===== src/rtl/bin2bcd_pkg.sv =====
// Shared definitions for the sequential binary-to-BCD converter:
// FSM state encoding, default sizes and the per-digit add-3 correction.
package bin2bcd_pkg;

    // Default binary width and digit count; 10 digits cover 4294967295.
    localparam int BCD_WIDTH  = 32;
    localparam int BCD_DIGITS = 10;

    // Conversion FSM states.
    typedef enum logic [1:0] {
        IDLE  = 2'd0,
        SHIFT = 2'd1,
        DONE  = 2'd2
    } state_t;

    // Double-dabble correction for one BCD digit. A digit of 5 or more
    // becomes 8 or more, so the following left shift carries into the
    // next digit. The add stays inside the nibble with no carry out.
    function automatic logic [3:0] add3(input logic [3:0] nibble);
        return (nibble >= 4'd5) ? (nibble + 4'd3) : nibble;
    endfunction

endpackage


===== src/rtl/bin2bcd_seq_digit_adj.sv =====
// Combinational add-3 correction for a single BCD digit of the accumulator.
module bcd_digit_adj
    import bin2bcd_pkg::*;
(
    input  logic [3:0] nibble,
    output logic [3:0] adjusted
);

    // Pure function of the current digit; no state.
    assign adjusted = add3(nibble);

endmodule


===== src/rtl/bin2bcd_seq.sv =====
// Sequential binary-to-BCD converter (shift-add-3, one shift per clock).
// A start strobe in IDLE captures valor; WIDTH shifts later the packed
// digits are copied to bcd with a one-cycle done pulse. bcd only changes
// on that DONE edge, so a downstream display never sees partial results.
//
// Handshake: output_flag is level-sampled on every rising edge and is
// accepted only while the FSM is IDLE (busy=0), including the cycle in
// which done is high. While busy=1 it is ignored with no queueing. done
// is high for exactly one cycle per completed conversion; valid is sticky
// from the first completion until reset.
module bin2bcd_seq #(
    parameter int WIDTH  = 32,
    parameter int DIGITS = 10
) (
    input  logic                  clock,
    input  logic                  reset_n,
    input  logic [WIDTH-1:0]      valor,
    input  logic                  output_flag,
    output logic [4*DIGITS-1:0]   bcd,
    output logic                  busy,
    output logic                  done,
    output logic                  valid
);
    import bin2bcd_pkg::*;

    localparam int CW = $clog2(WIDTH + 1);
    localparam int AW = 4 * DIGITS;

    state_t              state;
    state_t              next_state;
    logic [CW-1:0]       count;
    logic [WIDTH-1:0]    sreg;
    logic [AW-1:0]       acc;
    logic [AW-1:0]       acc_adj;
    logic [AW+WIDTH-1:0] shifted;
    logic                last_shift;

    // One correction unit per digit, all digits adjusted in parallel.
    for (genvar g = 0; g < DIGITS; g++) begin : g_digit
        bcd_digit_adj u_adj (
            .nibble   (acc[4*g +: 4]),
            .adjusted (acc_adj[4*g +: 4])
        );
    end

    // Corrected accumulator and remaining binary bits shifted as one word.
    assign shifted    = {acc_adj, sreg} << 1;
    assign last_shift = (count == CW'(WIDTH - 1));
    assign busy       = (state != IDLE);

    // State register.
    always_ff @(posedge clock or negedge reset_n) begin
        if (!reset_n) begin
            state <= IDLE;
        end else begin
            state <= next_state;
        end
    end

    // Next-state logic: IDLE -> SHIFT on start, SHIFT for WIDTH edges, DONE for one.
    always_comb begin
        next_state = state;
        case (state)
            IDLE:    if (output_flag) next_state = SHIFT;
            SHIFT:   if (last_shift)  next_state = DONE;
            DONE:    next_state = IDLE;
            default: next_state = IDLE;
        endcase
    end

    // Datapath: capture on start, shift during SHIFT, publish result in DONE.
    always_ff @(posedge clock or negedge reset_n) begin
        if (!reset_n) begin
            sreg  <= '0;
            acc   <= '0;
            count <= '0;
            bcd   <= '0;
            done  <= 1'b0;
            valid <= 1'b0;
        end else begin
            done <= 1'b0;
            case (state)
                IDLE: begin
                    if (output_flag) begin
                        sreg  <= valor;
                        acc   <= '0;
                        count <= '0;
                    end
                end
                SHIFT: begin
                    acc   <= shifted[AW+WIDTH-1:WIDTH];
                    sreg  <= shifted[WIDTH-1:0];
                    count <= count + CW'(1);
                end
                DONE: begin
                    bcd   <= acc;
                    done  <= 1'b1;
                    valid <= 1'b1;
                end
                default: begin
                end
            endcase
        end
    end

endmodule


===== config.mk =====
export PLATFORM = sky130hd
export DESIGN_NAME = bin2bcd_seq
export DESIGN_NICKNAME = d
export VERILOG_FILES = /design/src/rtl/bin2bcd_pkg.sv /design/src/rtl/bin2bcd_seq_digit_adj.sv /design/src/rtl/bin2bcd_seq.sv
export SDC_FILE = /design/constraint.sdc
export NUM_CORES = 1
export LEC_CHECK = 0
export BUFFER_PORTS_ARGS = -buffer_cell sky130_fd_sc_hd__buf_4
export CAP_MARGIN = 15
export CELL_PAD_IN_SITES_DETAIL_PLACEMENT = 2
export CELL_PAD_IN_SITES_GLOBAL_PLACEMENT = 2
export CORE_ASPECT_RATIO = 1.5
export CORE_UTILIZATION = 38
export DETAILED_ROUTE_END_ITERATION = 8
export PLACE_DENSITY_LB_ADDON = 0.1
export SETUP_SLACK_MARGIN = 0.05
export SLEW_MARGIN = 30
export SYNTH_ARGS = -nofsm -noshare
export SYNTH_HDL_FRONTEND = slang
export SYNTH_HIERARCHICAL = 1
export SYNTH_SLANG_ARGS = --single-unit

===== constraint.sdc =====
create_clock -name clock -period 1.8 [get_ports clock]
set_input_delay 0.18 -clock clock [delete_from_list [all_inputs] [get_ports clock]]
set_output_delay 0.18 -clock clock [all_outputs]
set_load 0.01 [all_outputs]

==> results of run 1 <==
worst register-to-register path, stage by stage (launching register included):
cell and delay [ns]:
dfrtp_1 0.42, inv_1 0.12, ha_1 0.20, nand2b_1 0.18, a21oi_2 0.24, mux2i_1 0.25, a22o_1 0.16
sequential cells by signal, indices dropped and copies added, names as in the netlist:
signal  count
acc        40
bcd        40
count       6
done        1
sreg       32
state       2
valid       1
through the flow:
step                      util, %  total power (uW)  worst slack [ns]  hold slack [ns]
final                        48.2             12400             0.160           0.0297
after global routing         48.2             13300            0.0511           0.0102
after CTS                    48.1             12600            0.0696          0.00883
after detailed placement     44.1              8830             0.289            0.144
after global placement       44.1              8420             0.376            0.145
after floorplan                 -              7570             0.469           -0.116
cells in the final DEF, fill, tap and decap left out, types with 12 or more instances in the layout:
cell       instances
a21oi_1           32
clkbuf_16         17
nand2b_1          22
o21ai_0           12
a22o_1            41
o21ai_1           12
inv_1             22
o22ai_1           63
ha_1              21
nand2_1           45
mux2_2            40
dfrtp_1          121
buf_4             88
repair_timing:
action | CTS | global route
setup endpoints to repair | 1 | 1
hold endpoints to repair | 26 | 0
hold buffers | 1 | 0
gates resized for setup | 2 | 3
path summary, 6_finish.rpt:
kind	endpoint	slack [ns]	cells after the start
max reg2reg	acc[18]	0.17	6
min in group asynchronous	acc[27]	0.24	2
min	sreg[0]	0.03	2
min reg2reg	valid	0.47	1
max in group asynchronous	state[1]	0.94	3
max	busy	0.16	4
routing by layer:
metal	vias up	global-route usage [%]	wire length [microns]
met1	2326	22.3	5940
met5	-	0	0
met4	0	6.24	177
met3	15	7.05	597
met2	76	43.0	9340
li1	2055	-	-
layout make-up:
type / instances / area [sq um] / area share [%]
flip-flops and latches: 122 / 3050 / 42.1
well taps: 199 / 249 / 3.43
repair buffers: 95 / 791 / 10.9
clock buffers: 23 / 478 / 6.58
multi-input cells: 342 / 2480 / 34.2
clock inverters: 8 / 118 / 1.62
inverters: 24 / 90.1 / 1.24
power by group:
group	switching, uW	internal (uW)	leakage [uW]
Clock	1210	2270	0.000293
Combinational	2220	2080	0.00170
Sequential	1030	3620	0.00152
==> out/qor.csv, run 1 <==
stage,metric,value,unit
detailed_routing,DRT iter0 DRCs,117,
setup_path,Crit Path Max Fanout,33,
detailed_routing,drt pass-1 iters,4,
clock_network,clk root buf,clkbuf_16,
min_path,Min-Delay Path Class,in2reg,
global_route,largest net degree at the start of global routing,47,
setup_path,Critical path origin,state[0],
setup_path,Worst setup EP type,output port,
flow_run,Max Cap Viol,0,
clock_network,Longest Clk Path Bufs,2,
die,Starting Density,38.7,%
setup_path,Setup crit start kind,register,
die,die area,15900,sq um
placement,Area after DPL,6640,sq um
sta,min Tclk post-route,1.64,ns
die,Core Area,15100,sq um
power,pwr dens,1710,nW/um^2
detailed_routing,# DRC,0,
sta,Final Hold Viols,0,
synth,Syn Area/Cell,11.2,sq um
die,die width,103,microns
finish,fin area,7260,sq um
finish,area growth from synthesis to layout,24.3,%
detailed_routing,WL/cell,19.7,microns
power,Lkg Pwr,0.00351,uW
detailed_routing,routed wire length,16000,microns
setup_path,CP max stage delay,0.48,ns
finish,Post-Layout Cell Count,813,
synth,Mapped Nets,576,
power,peak supply drop,0.000606,V
detailed_routing,Vias per Instance,5.50,
global_route,first-pass GRT wire length,26600,microns
setup_path,crit-path cells,inv_2 > buf_12 > nand2_1 > buf_4,
global_route,initial antenna violation count,0,
clock_network,H-tree depth,4,
placement,IO Port Bufs,77,
finish,share of cells above drive strength 1,29.0,%
sta,slew margin rel.,72.2,%
sta,post-route setup TNS,0,ns
finish,ANT cells,0,
detailed_routing,post-route ant nets,0,
synth,cell count after synthesis,520,
global_route,GR Overflow Total,0,
sta,setup violators final,0,
die,die height,154,microns
clock_network,Skew-Pair Late Insertion Delay,0.42,ns
synth,Synth Warn #,6,
global_route,All-Layer GR Usage,22.4,%
sta,worst slew pin tran,0.418,ns
sta,fmax,0.610,GHz
die,row count,55,
synth,Synth Cell Area,5840,sq um
setup_path,R2R Path Start,acc[17],
setup_path,critical path arrival,1.46,ns
sta,Worst Skew,0.00652,ns
placement,detailed placement HPWL,10300,microns
clock_network,cts bufs inserted,17,
placement,Cells after DPL,781,
finish,fillcell total,1523,
global_route,vias in the first global route,5229,
finish,NumNets Final,658,
sta,Final Cycle Share,91.1,%
sta,unrepaired setup endpoints after global routing,no,
die,IO Pins,78,
placement,gpl congestion,0.733,
status,outcome,completed,
min_path,worst hold start,valor[0],
clock_network,"Setup Fix Bufs, Post-CTS",0,
clock_network,"CTS clk-pin slew, worst paths",0.05,ns
setup_path,CP Data Required Time,1.62,ns
setup_path,"delay-heaviest family, CP",buffers and inverters,
setup_path,WP buf/inv,3,
clock_network,Clock Sinks,122,
sta,max-slew violations,0,
detailed_routing,vias,4472,
setup_path,Critical Path Slowest Stage Cell,dfrtp_1,
clock_network,CTS tree,built,
setup_path,Setup CP Type,reg2out,
(Power assumes the default switching activity.)
==> inputs of run 2 (changes only) <==
--- a/config.mk
+++ b/config.mk
@@ -5,12 +5,13 @@
 export SDC_FILE = /design/constraint.sdc
 export NUM_CORES = 1
 export LEC_CHECK = 0
+export ABC_AREA = 1
 export BUFFER_PORTS_ARGS = -buffer_cell sky130_fd_sc_hd__buf_4
 export CAP_MARGIN = 15
 export CELL_PAD_IN_SITES_DETAIL_PLACEMENT = 2
 export CELL_PAD_IN_SITES_GLOBAL_PLACEMENT = 2
 export CORE_ASPECT_RATIO = 1.5
-export CORE_UTILIZATION = 38
+export CORE_UTILIZATION = 34
 export DETAILED_ROUTE_END_ITERATION = 8
 export PLACE_DENSITY_LB_ADDON = 0.1
 export SETUP_SLACK_MARGIN = 0.05
==> out/qor.csv, run 2 <==
stage,metric,value,unit,change
setup_path,crit-path cells,inv_1 > ha_1 > nor2_4 > o21ai_0 > nand2_1 > nand2_1 > o21ai_0,,was inv_2 > buf_12 > nand2_1 > buf_4
sta,max-slew violations,0,,unchanged
finish,share of cells above drive strength 1,21.4,%,was 29.0%
clock_network,Skew-Pair Late Insertion Delay,0.43,ns,was 0.42 ns
synth,Synth Cell Area,6080,sq um,was 5840 sq um
setup_path,critical path arrival,1.88,ns,was 1.46 ns
finish,"leading cell type in the layout, fill and taps excluded",nand2_1,,was dfrtp_1
clock_network,H-tree depth,4,,unchanged
clock_network,PostCTS Resize Cnt,0,,was 2
global_route,vias in the first global route,6270,,was 5229
clock_network,Longest Clk Path Bufs,2,,unchanged
clock_network,cts bufs inserted,17,,unchanged
power,peak supply drop,0.000726,V,was 0.000606 V
detailed_routing,vias,5324,,was 4472
setup_path,R2R Path Start,acc[24],,was acc[17]
finish,NumNets Final,917,,was 658
global_route,GR Overflow Total,0,,unchanged
finish,Top Registers,"acc (40), bcd (40), sreg (32)",,unchanged
placement,gpl congestion,0.791,,was 0.733
min_path,Min-Delay Path Class,in2reg,,unchanged
global_route,first-pass GRT wire length,30700,microns,was 26600 microns
detailed_routing,routed wire length,17700,microns,was 16000 microns
setup_path,Critical Path Sink,acc[25],,was busy
sta,setup violators final,0,,unchanged
sta,Final Hold Viols,0,,unchanged
synth,Synth Warn #,6,,unchanged
die,die height,166,microns,was 154 microns
setup_path,Critical Path Slowest Stage Cell,dfrtp_1,,unchanged
die,row count,59,,was 55
global_route,largest net degree at the start of global routing,52,,was 47
die,IO Pins,78,,unchanged
status,outcome,finished with violations,,was completed
detailed_routing,Vias per Instance,4.90,,was 5.50
finish,area growth from synthesis to layout,30.2,%,was 24.3%
global_route,All-Layer GR Usage,20.9,%,was 22.4%
detailed_routing,drt pass-1 iters,6,,was 4
setup_path,Critical path origin,acc[24],,was state[0]
finish,most frequent cells in the layout,"nand2_1, dfrtp_1, o21ai_0, buf_4, inv_1",,"was dfrtp_1, buf_4, o22ai_1, nand2_1, a22o_1"
placement,detailed placement HPWL,11800,microns,was 10300 microns
detailed_routing,DRT iter0 DRCs,131,,was 117
setup_path,Worst R2R End,acc[25],,was acc[18]
setup_path,CP max stage delay,0.44,ns,was 0.48 ns
sta,fmax,0.633,GHz,was 0.610 GHz
setup_path,reg2reg setup slack,0.22,ns,was 0.17 ns
die,Starting Density,34.9,%,was 38.7%
setup_path,Critical Path Stages,7,,was 4
sta,Worst Skew,0.0100,ns,was 0.00652 ns
setup_path,Crit Path Max Fanout,5,,was 33
clock_network,CTS tree,built,,unchanged
synth,Mapped Nets,802,,was 576
sta,Setup WS post-layout,0.221,ns,was 0.160 ns
placement,IO Port Bufs,77,,unchanged
finish,ANT cells,0,,unchanged
synth,cell count after synthesis,746,,was 520
placement,dpl ws,0.346,ns,was 0.289 ns
setup_path,CP Data Required Time,2.10,ns,was 1.62 ns
status,failing checks,design-rule violations,,
synth,Syn Area/Cell,8.15,sq um,was 11.2 sq um
detailed_routing,# DRC,4,,was 0
setup_path,Setup CP Type,reg2reg,,was reg2out
setup_path,Worst setup EP type,register,,was output port
sta,worst slew pin tran,0.478,ns,was 0.418 ns
global_route,initial antenna violation count,0,,unchanged
die,Core Area,17400,sq um,was 15100 sq um
clock_network,Clock Sinks,122,,unchanged
setup_path,WP buf/inv,1,,was 3
clock_network,"CTS clk-pin slew, worst paths",0.06,ns,was 0.05 ns
power,pwr dens,1740,nW/um^2,was 1710 nW/um^2
setup_path,worst r2r path cells,7,,was 6
sta,slew margin rel.,68.2,%,was 72.2%
clock_network,clk root buf,clkbuf_16,,unchanged
setup_path,Setup crit start kind,register,,unchanged
die,die area,18400,sq um,was 15900 sq um
detailed_routing,WL/cell,16.3,microns,was 19.7 microns
power,Lkg Pwr,0.00394,uW,was 0.00351 uW
sta,min Tclk post-route,1.58,ns,was 1.64 ns
sta,Final Cycle Share,87.7,%,was 91.1%
flow_run,Max Cap Viol,0,,unchanged
die,die width,111,microns,was 103 microns
sta,post-route setup TNS,0,ns,unchanged
sta,unrepaired setup endpoints after global routing,no,,unchanged
setup_path,"delay-heaviest family, CP",flip-flops,,was buffers and inverters
detailed_routing,post-route ant nets,0,,unchanged
## run 2: changes by cell type in the layout (fill, tap and decap cells not counted), sizes merged, moves of 11 or more
cell,delta
mux2i,-11
o22ai,-63
nand2,+216
nor2,+45
nand2b,-22
o21ai,+89
dlygate4sd3,+32
a22o,-41
a21oi,-32
nand3,+42
mux2,-40
inv,+65
## run 2: worst min-delay path, delay by kind of cell
family / cells / cell delay [ns]
and+or+nand+nor: 2 / 0.14
buffers and inverters: 1 / 0.09
## run 2: where the power goes
part	switching, uW	leakage (uW)	internal (uW)
Sequential	872	0.00154	3710
Clock	1310	0.000295	2390
Combinational	3420	0.00211	2090
Total	5600	0.00394	8190
## run 2: per-layer routing
| metal | global-route usage [%] | up-vias | part of all wire [%] |
|---|---|---|---|
| met5 | 0 | - | 0 |
| met4 | 7.46 | 0 | 1.7 |
| met1 | 20.8 | 2657 | 38 |
| li1 | - | 2561 | - |
| met3 | 4.34 | 24 | 2.4 |
| met2 | 41.9 | 82 | 58 |
## run 2: what timing repair did
| item | 4_1_cts | 5_1_grt |
|---|---|---|
| hold endpoints to repair | 61 | 0 |
| buffers inserted | 0 | 0 |
| hold buffers | 33 | 0 |
## run 2: area by class of cell
cell class              count  area, sq um
clock buffers              21          460
clock inverters            11          169
fillers                  1924         9510
inverters                  89          334
multi-input cells         509         2570
flip-flops and latches    122         3050
well taps                 213          267
repair buffers            122         1060
## run 2: how the worst min path moves through the flow
stage | from | to | slack, ns | cells after the start
final | output_flag | state[0] | 0.02 | 3
after global routing | output_flag | state[0] | 0.01 | 3
after CTS | output_flag | state[0] | 0.01 | 3
after detailed placement | reset_n | sreg[9] | 0.17 | 1
after global placement | reset_n | sreg[9] | 0.17 | 1
after floorplan | reset_n | acc[0] | -0.12 | 0
## run 2: per-stage QoR
step | utilization, % | hold slack (ns) | std cells | power [uW] | instance area [sq um]
2_1_floorplan | - | -0.116 | 746 | 8320 | 6080
3_3_place_gp | 39.9 | 0.165 | 1022 | 9570 | 6960
3_5_place_dp | 39.9 | 0.167 | 1022 | 10100 | 6960
4_1_cts | 45.4 | 0.0122 | 1087 | 14000 | 7920
5_1_grt | 45.4 | 0.0110 | 1087 | 14900 | 7920
6_report | 45.4 | 0.0183 | 1087 | 13800 | 7920
